===== src/rtl/pair_seq_ctrl_if.sv =====
// Bus between pair_seq_ctrl and its input RAM, pair datapath and output RAM.
// master = sequencer side, slave = RAM/datapath side.
interface pair_seq_ctrl_if #(
    parameter int K = 3
);
    logic         inpRAMen;
    logic [K:0]   addr;
    logic         dp_start;
    logic         dp_done;
    logic         outRAMwr;
    logic [K-1:0] out_addr;

    modport master (
        output inpRAMen, addr, dp_start, outRAMwr, out_addr,
        input  dp_done
    );

    modport slave (
        input  inpRAMen, addr, dp_start, outRAMwr, out_addr,
        output dp_done
    );
endinterface


===== src/rtl/pair_seq_ctrl.sv =====
// pair_seq_ctrl: walks all 2^K operand pairs (read, launch, wait, write), then pulses done.
// Define TIMEOUT_EN to add a per-pair WAIT watchdog with an ABORT state and sticky error flag.
module pair_seq_ctrl #(
    parameter int N       = 16,
    parameter int K       = 3,
    parameter int TIMEOUT = 64
) (
    input  logic            clk,
    input  logic            rst_n,
    input  logic            start,
    pair_seq_ctrl_if.master bus,
    output logic            busy,
    output logic            done,
    output logic            timeout_err,
    output logic [K-1:0]    err_idx
);
    if (N < 1 || K < 1 || TIMEOUT < 2) begin : g_param_check
        $error("pair_seq_ctrl: N and K must be >= 1, TIMEOUT must be >= 2");
    end

    typedef enum logic [2:0] {
        S_IDLE,
        S_READ,
        S_LAUNCH,
        S_WAIT,
        S_WRITE,
`ifdef TIMEOUT_EN
        S_ABORT,
`endif
        S_DONE
    } state_t;

    state_t       state, state_next;
    logic [K-1:0] idx;
    logic         last_pair;
    logic         pair_end;

    assign last_pair = (idx == {K{1'b1}});

`ifdef TIMEOUT_EN
    localparam int CW = $clog2(TIMEOUT);
    logic [CW-1:0] wait_cnt;
    logic          wait_expired;

    assign wait_expired = (wait_cnt == CW'(TIMEOUT - 1));
    assign pair_end     = (state == S_WRITE) || (state == S_ABORT);
`else
    assign pair_end     = (state == S_WRITE);
`endif

    // NOTE: sequential state uses non-blocking (<=) so every register samples pre-edge values.
    always_ff @(posedge clk or negedge rst_n) begin
        if (!rst_n) state <= S_IDLE;
        else        state <= state_next;
    end

    // NOTE: state_next gets a default before the case so no path leaves it unassigned (no latch).
    always_comb begin
        state_next = state;
        case (state)
            S_IDLE:   if (start) state_next = S_READ;
            S_READ:   state_next = S_LAUNCH;
            S_LAUNCH: state_next = S_WAIT;
            S_WAIT: begin
                if (bus.dp_done) state_next = S_WRITE;
`ifdef TIMEOUT_EN
                else if (wait_expired) state_next = S_ABORT;
`endif
            end
`ifdef TIMEOUT_EN
            S_ABORT:  state_next = last_pair ? S_DONE : S_READ;
`endif
            S_WRITE:  state_next = last_pair ? S_DONE : S_READ;
            S_DONE:   state_next = S_IDLE;
            default:  state_next = S_IDLE;
        endcase
    end

    // idx only wraps through the explicit clear after the last pair.
    always_ff @(posedge clk or negedge rst_n) begin
        if (!rst_n) begin
            idx <= '0;
        end else if (state == S_IDLE && start) begin
            idx <= '0;
        end else if (pair_end) begin
            idx <= last_pair ? '0 : idx + K'(1);
        end
    end

`ifdef TIMEOUT_EN
    always_ff @(posedge clk or negedge rst_n) begin
        if (!rst_n) begin
            wait_cnt <= '0;
        end else if (state == S_LAUNCH) begin
            wait_cnt <= '0;
        end else if (state == S_WAIT && !bus.dp_done) begin
            wait_cnt <= wait_cnt + CW'(1);
        end
    end

    // Error flag survives the pass; only an accepted start or reset clears it.
    always_ff @(posedge clk or negedge rst_n) begin
        if (!rst_n) begin
            timeout_err <= 1'b0;
            err_idx     <= '0;
        end else if (state == S_IDLE && start) begin
            timeout_err <= 1'b0;
        end else if (state == S_ABORT) begin
            timeout_err <= 1'b1;
            err_idx     <= idx;
        end
    end
`else
    assign timeout_err = 1'b0;
    assign err_idx     = '0;
`endif

    assign bus.inpRAMen = (state == S_READ);
    assign bus.addr     = {1'b0, idx};
    assign bus.dp_start = (state == S_LAUNCH);
    assign bus.outRAMwr = (state == S_WRITE);
    assign bus.out_addr = idx;
    assign done         = (state == S_DONE);
    assign busy         = (state != S_IDLE) && (state != S_DONE);
endmodule


===== src/flat_wrapper.sv =====
// flat-port wrapper written by rule: the top's interface ports become plain ports
module pair_seq_ctrl_flat 
#(
    parameter int N       = 16,
    parameter int K       = 3,
    parameter int TIMEOUT = 64
)
  (clk, rst_n, start, busy, done, timeout_err, err_idx, bus_inpRAMen, bus_addr, bus_dp_start, bus_outRAMwr, bus_out_addr, bus_dp_done);
  pair_seq_ctrl_if #(.K(K)) bus_i ();
  input  logic clk;
  input  logic rst_n;
  input  logic start;
  output logic busy;
  output logic done;
  output logic timeout_err;
  output logic [K-1:0] err_idx;
  output wire logic [$bits(bus_i.inpRAMen)-1:0] bus_inpRAMen;
  output wire logic [$bits(bus_i.addr)-1:0] bus_addr;
  output wire logic [$bits(bus_i.dp_start)-1:0] bus_dp_start;
  output wire logic [$bits(bus_i.outRAMwr)-1:0] bus_outRAMwr;
  output wire logic [$bits(bus_i.out_addr)-1:0] bus_out_addr;
  input wire logic [$bits(bus_i.dp_done)-1:0] bus_dp_done;
  assign bus_inpRAMen = bus_i.inpRAMen;
  assign bus_addr = bus_i.addr;
  assign bus_dp_start = bus_i.dp_start;
  assign bus_outRAMwr = bus_i.outRAMwr;
  assign bus_out_addr = bus_i.out_addr;
  assign bus_i.dp_done = bus_dp_done;
  pair_seq_ctrl #(.N(N), .K(K), .TIMEOUT(TIMEOUT)) u_core (.clk(clk), .rst_n(rst_n), .start(start), .bus(bus_i), .busy(busy), .done(done), .timeout_err(timeout_err), .err_idx(err_idx));
endmodule

===== config.mk =====
export PLATFORM = sky130hd
export DESIGN_NAME = pair_seq_ctrl_flat
export DESIGN_NICKNAME = d
export VERILOG_FILES = /design/src/rtl/pair_seq_ctrl_if.sv /design/src/rtl/pair_seq_ctrl.sv /design/src/flat_wrapper.sv
export SDC_FILE = /design/constraint.sdc
export NUM_CORES = 1
export LEC_CHECK = 0
export CORE_AREA = 2 2 39 41
export DETAILED_ROUTE_END_ITERATION = 8
export DIE_AREA = 0 0 41 43
export PLACE_DENSITY_LB_ADDON = 0.2
export SETUP_SLACK_MARGIN = 0.3
export SLEW_MARGIN = 20
export SYNTH_ARGS = -nofsm -noshare
export SYNTH_HDL_FRONTEND = slang
export SYNTH_SLANG_ARGS = --single-unit

===== constraint.sdc =====
create_clock -name clk -period 1.6 [get_ports clk]
set_clock_uncertainty 0.1 [all_clocks]
set_input_delay 0.32 -clock clk [delete_from_list [all_inputs] [get_ports clk]]
set_output_delay 0.32 -clock clk [all_outputs]
set_load 0.01 [all_outputs]

# [Yosys cells after proc, flatten, opt, wreduce, memory -nomap -nowiden]
# Cells that the tools add are included.
[word_totals] out_inout_bits=16 ram_bits=0 input_bits=4 latchBits=0 mem_bits_ro=0 word_cells=25 regBits=6 n_memories=0
[op_classes] shifts=0 reduce_logical=6 addsub=1 mux=7 n_mul=0 n_lt_le_gt_ge=0 bitwise_logic=0 div_mod_pow=0 eq_ne=9
[op_table] operator="$mux W3" count=6
[op_table] operator="$pmux W3 S5" count=1
[op_table] operator="$eq A3 B3 Y1 const B" count=3
[op_table] operator="$eq A3 B2 Y1 const B" count=2
[op_table] operator="$ne A2 B2 Y1 const B" count=2
[op_table] operator="$add A3 B1 Y3 const B" count=1
[op_table] operator="$eq A3 B1 Y1 const B" count=1
[op_table] operator="$logic_not A3 Y1" count=1
[op_table] operator="$ne A3 B3 Y1 const B" count=1
[op_table] operator="$reduce_bool A3 Y1" count=1
[op_table] operator="$logic_and A1 B1 Y1" count=2
[op_table] operator="$reduce_and A2 Y1" count=1
[op_table] operator="$reduce_bool A2 Y1" count=1

# [Depth between registers and ports, before layout]
[depth] ltp_word=4 mapped_depth=4 depth_no_buf=4

# [Worst setup path after synthesis]
# No wires, ideal clock.
[synth_timing] kind="flip-flop to flip-flop" from="register u_core.idx[0], in the netlist u_core.bus.out_addr[0]" to="register u_core.idx[0], in the netlist u_core.bus.out_addr[0]" synth_period_minus_slack_ns=1.362 setup_ns=0.125 setup_slack_ns=0.238 arrival_time_ns=1.137 stages_incl_launch_ff=5 path_cell_list="dfrtp_1 > ha_1 > ha_1 > and2b_1 > mux2_2"
[synth_between] elab_chain_len=4
[synth_lines] element="start, declared" line_no="pair_seq_ctrl.sv:34" source="logic [K-1:0] idx;"
[synth_lines] element="start signal, assigned" line_no="pair_seq_ctrl.sv:86" source="idx <= last_pair ? '0 : idx + K'(1);"
[synth_lines] element="$add A3 B1 Y3 / $eq A3 B3 Y1 (equally long branches)" line_no="pair_seq_ctrl.sv:86, pair_seq_ctrl.sv:38"
[synth_lines] element="$mux W3 (*)" line_no="pair_seq_ctrl.sv:86"
[synth_lines] element="$mux W3 (*)" line_no="pair_seq_ctrl.sv:85" source="end else if (pair_end) begin"
[synth_lines] element="$mux W3 (*)" line_no="pair_seq_ctrl.sv:83" source="end else if (state == S_IDLE && start) begin"
# Mark *: on every way between the ends. The rest lies on a longest branch, timed or not. The select of a mux whose other input is x is not followed.
# A chain may end at the register's enable or synchronous reset.

# [Worst setup path in the final report]
[layout_timing] from="register u_core.state[0]" to="output bus_outRAMwr"
[layout_between] elab_chain_len=1
[layout_lines] element="start, declared" line_no="pair_seq_ctrl.sv:33" source="state_t state, state_next;"
[layout_lines] element="start signal, assigned" line_no="pair_seq_ctrl.sv:54" source="else state <= state_next;"
[layout_lines] element="$eq A3 B3 Y1" line_no="pair_seq_ctrl.sv:121" source="assign bus.outRAMwr = (state == S_WRITE);"
[layout_lines] element="end, declared" line_no="flat_wrapper.sv:20" source="output wire logic [$bits(bus_i.outRAMwr)-1:0] bus_outRAMwr;"
# Every way passes these cells.

==> results.txt <==
status = completed
Post-Syn Area = 422 um2
Reg2Reg Depth = 4
Pins Over Slew Limit = 0
layout cell share with drive strength beyond 1 = 0.641
commonest cells after routing, fill and taps aside = buf_4 (9), buf_6 (7), conb_1 (5), buf_2 (5)
hold_buf cts = 0
Worst Hold Class = primary input to async pin
CTS tree = built
gr usage total = 0.114
sequential share of the synthesized area = 0.356
Avg Vias per Cell = 4.49
crit path from = u_core.state[0]
Rows = 14
critical path, cell by cell = nor3b_4, buf_2
Clk Latency, worst-skew pair = 0.25 ns
buffer depth of the longest clock path = 2
Antenna diodes = 0
Synth Warn # = 0
die width = 41 um
routability cong. = 0.736
Cells after Synth = 42
largest net degree at the start of global routing = 7
DIE AREA = 0.00176 mm2
H-tree depth = 1
Synth cell types = 21
non-filler cells, final = 80
Yosys reg bits = 6
Initial Util = 0.305
reg2reg setup slack = 0.20 ns
final period utilization = 0.935
RSZ-0062 raised after global routing = true
Die Span Y = 43 um
post-route ant nets = 0
core area = 0.00138 mm2
slowest cell on the critical path = dfrtp_2
Clock Sinks = 6
Buffers on Ports = 14
GR Util met1 = 0.127
post-layout util = 0.481
Stages on worst setup path = 2
VDD IR max = 0.000737 V
Tmin final = 1.50 ns
crit path DAT = 1.08 ns
first-pass GRT wire length = 1280 um
CP Class = flip-flop to primary output
static leakage = 0.343 nW
CP top delay family = flip-flops
Clock transition at path regs = 0.05 ns
Avg Cell Area, Syn = 10.0 um2
CP Buf/Inv Count = 1
count of final setup violators = 0
number of global-route vias before repair = 318
routed len/inst = 11.5 um
1st-iter DRT viols = 5
drt pass-1 iters = 3
final hold violations = 0
antenna violations before repair = 0
DP HPWL = 601 um
total CTS buffers = 3
NumNets Final = 72
max_cap viols = 0
Ports = 20
DP Cell Count = 70
crit-path max FO = 6
Worst Path Required = 1.18 ns
met3 Usage GRT = 0.0314
DR DRC count = 0
CP startpoint kind = flip-flop
pwr dens = 1730 mW/mm2
met2 Use GR = 0.166
Crit path largest cell delay = 0.47 ns
worst r2r dst = u_core.bus.out_addr[0]
CP Capture Type = primary output
Root Driver = clkbuf_4
GR peak layer = met2
grt total ovfl = 0
crit path to = bus_outRAMwr
most common cell after layout, fill and taps aside = buf_4
DRT Wirelength = 917 um
Max Clk Rate = 0.668 GHz
synthesis-to-finish area growth = 57.9%
vias = 359
FF-to-FF Start = u_core.state[2]
==> cell usage after synthesis, drive strengths merged <==
library cell	count	area share
ha	2	0.059
mux2	1	0.027
nor2	4	0.036
xnor2	1	0.021
o21ai	2	0.024
buf	11	0.21
and3	1	0.015
nor3	1	0.012
and3b	1	0.024
and2b	1	0.018
conb	1	0.0089
nand2	3	0.027
dfrtp	6	0.36
a22o	2	0.045
nand2b	2	0.030
o211a	1	0.024
nor3b	2	0.062
==> timing repair <==
| item | CTS | global route |
|---|---|---|
| buffers inserted | 5 | 2 |
| setup endpoints to repair | 14 | 13 |
| pin swaps | 6 | 3 |
| resized for setup | 49 | 15 |
==> cells by family after synthesis <==
group,Yosys count,share of synthesized area
buf+inv,11,0.214
other cells,1,0.00889
flops,6,0.356
compound gates,5,0.0920
simple gates,15,0.223
xor+xnor,1,0.0208
fa+ha+maj,2,0.0593
mux,1,0.0267
==> through the flow <==
stage	worst slack, ns	hold slack (ns)	total power, mW	TNS (ns)	area, um2
floorplan	0.238	-0.0756	0.625	0	437
global placement	-0.0791	0.439	0.824	-0.204	544
detailed placement	-0.0588	0.455	0.828	-0.193	544
CTS	0.103	0.221	0.987	0	597
global route	0.0585	0.232	1.23	0	666
finish	0.104	0.214	1.15	0	666
==> cell type report <==
class,instances,area [um2]
Clock buffer,3,22.5
Sequential cell,6,154
Timing Repair Buffer,26,211
Tap cell,16,20.0
Fill cell,149,718
Multi-Input combinational cell,29,258
==> worst min-delay path by stage <==
stage                                  end  slack (ns)  cells past startpoint
detailed placement  u_core.bus.out_addr[2]        0.46                      1
CTS                 u_core.bus.out_addr[2]        0.22                      1
global placement    u_core.bus.out_addr[1]        0.44                      1
floorplan           u_core.bus.out_addr[0]       -0.08                      0
finish              u_core.bus.out_addr[2]        0.21                      1
global route        u_core.bus.out_addr[2]        0.23                      1
==> routing by layer <==
layer / vias up / routed length (um)
li1: 173 / -
met1: 172 / 351
met2: 12 / 501
met3: 2 / 56
met4: 0 / 7
met5: - / 0
==> flip-flops by register name (all words and copies together) (netlist names) <==
signal and count:
u_core.bus.out_addr 3, u_core.state 3
==> report_power, final <==
group	switching (mW)	leakage (nW)	internal (mW)
clock	0.0596	0.0138	0.0852
sequential	0.110	0.0739	0.216
combinational	0.267	0.255	0.415
total	0.436	0.343	0.716
No activity file was read; power rests on OpenSTA's default activity.
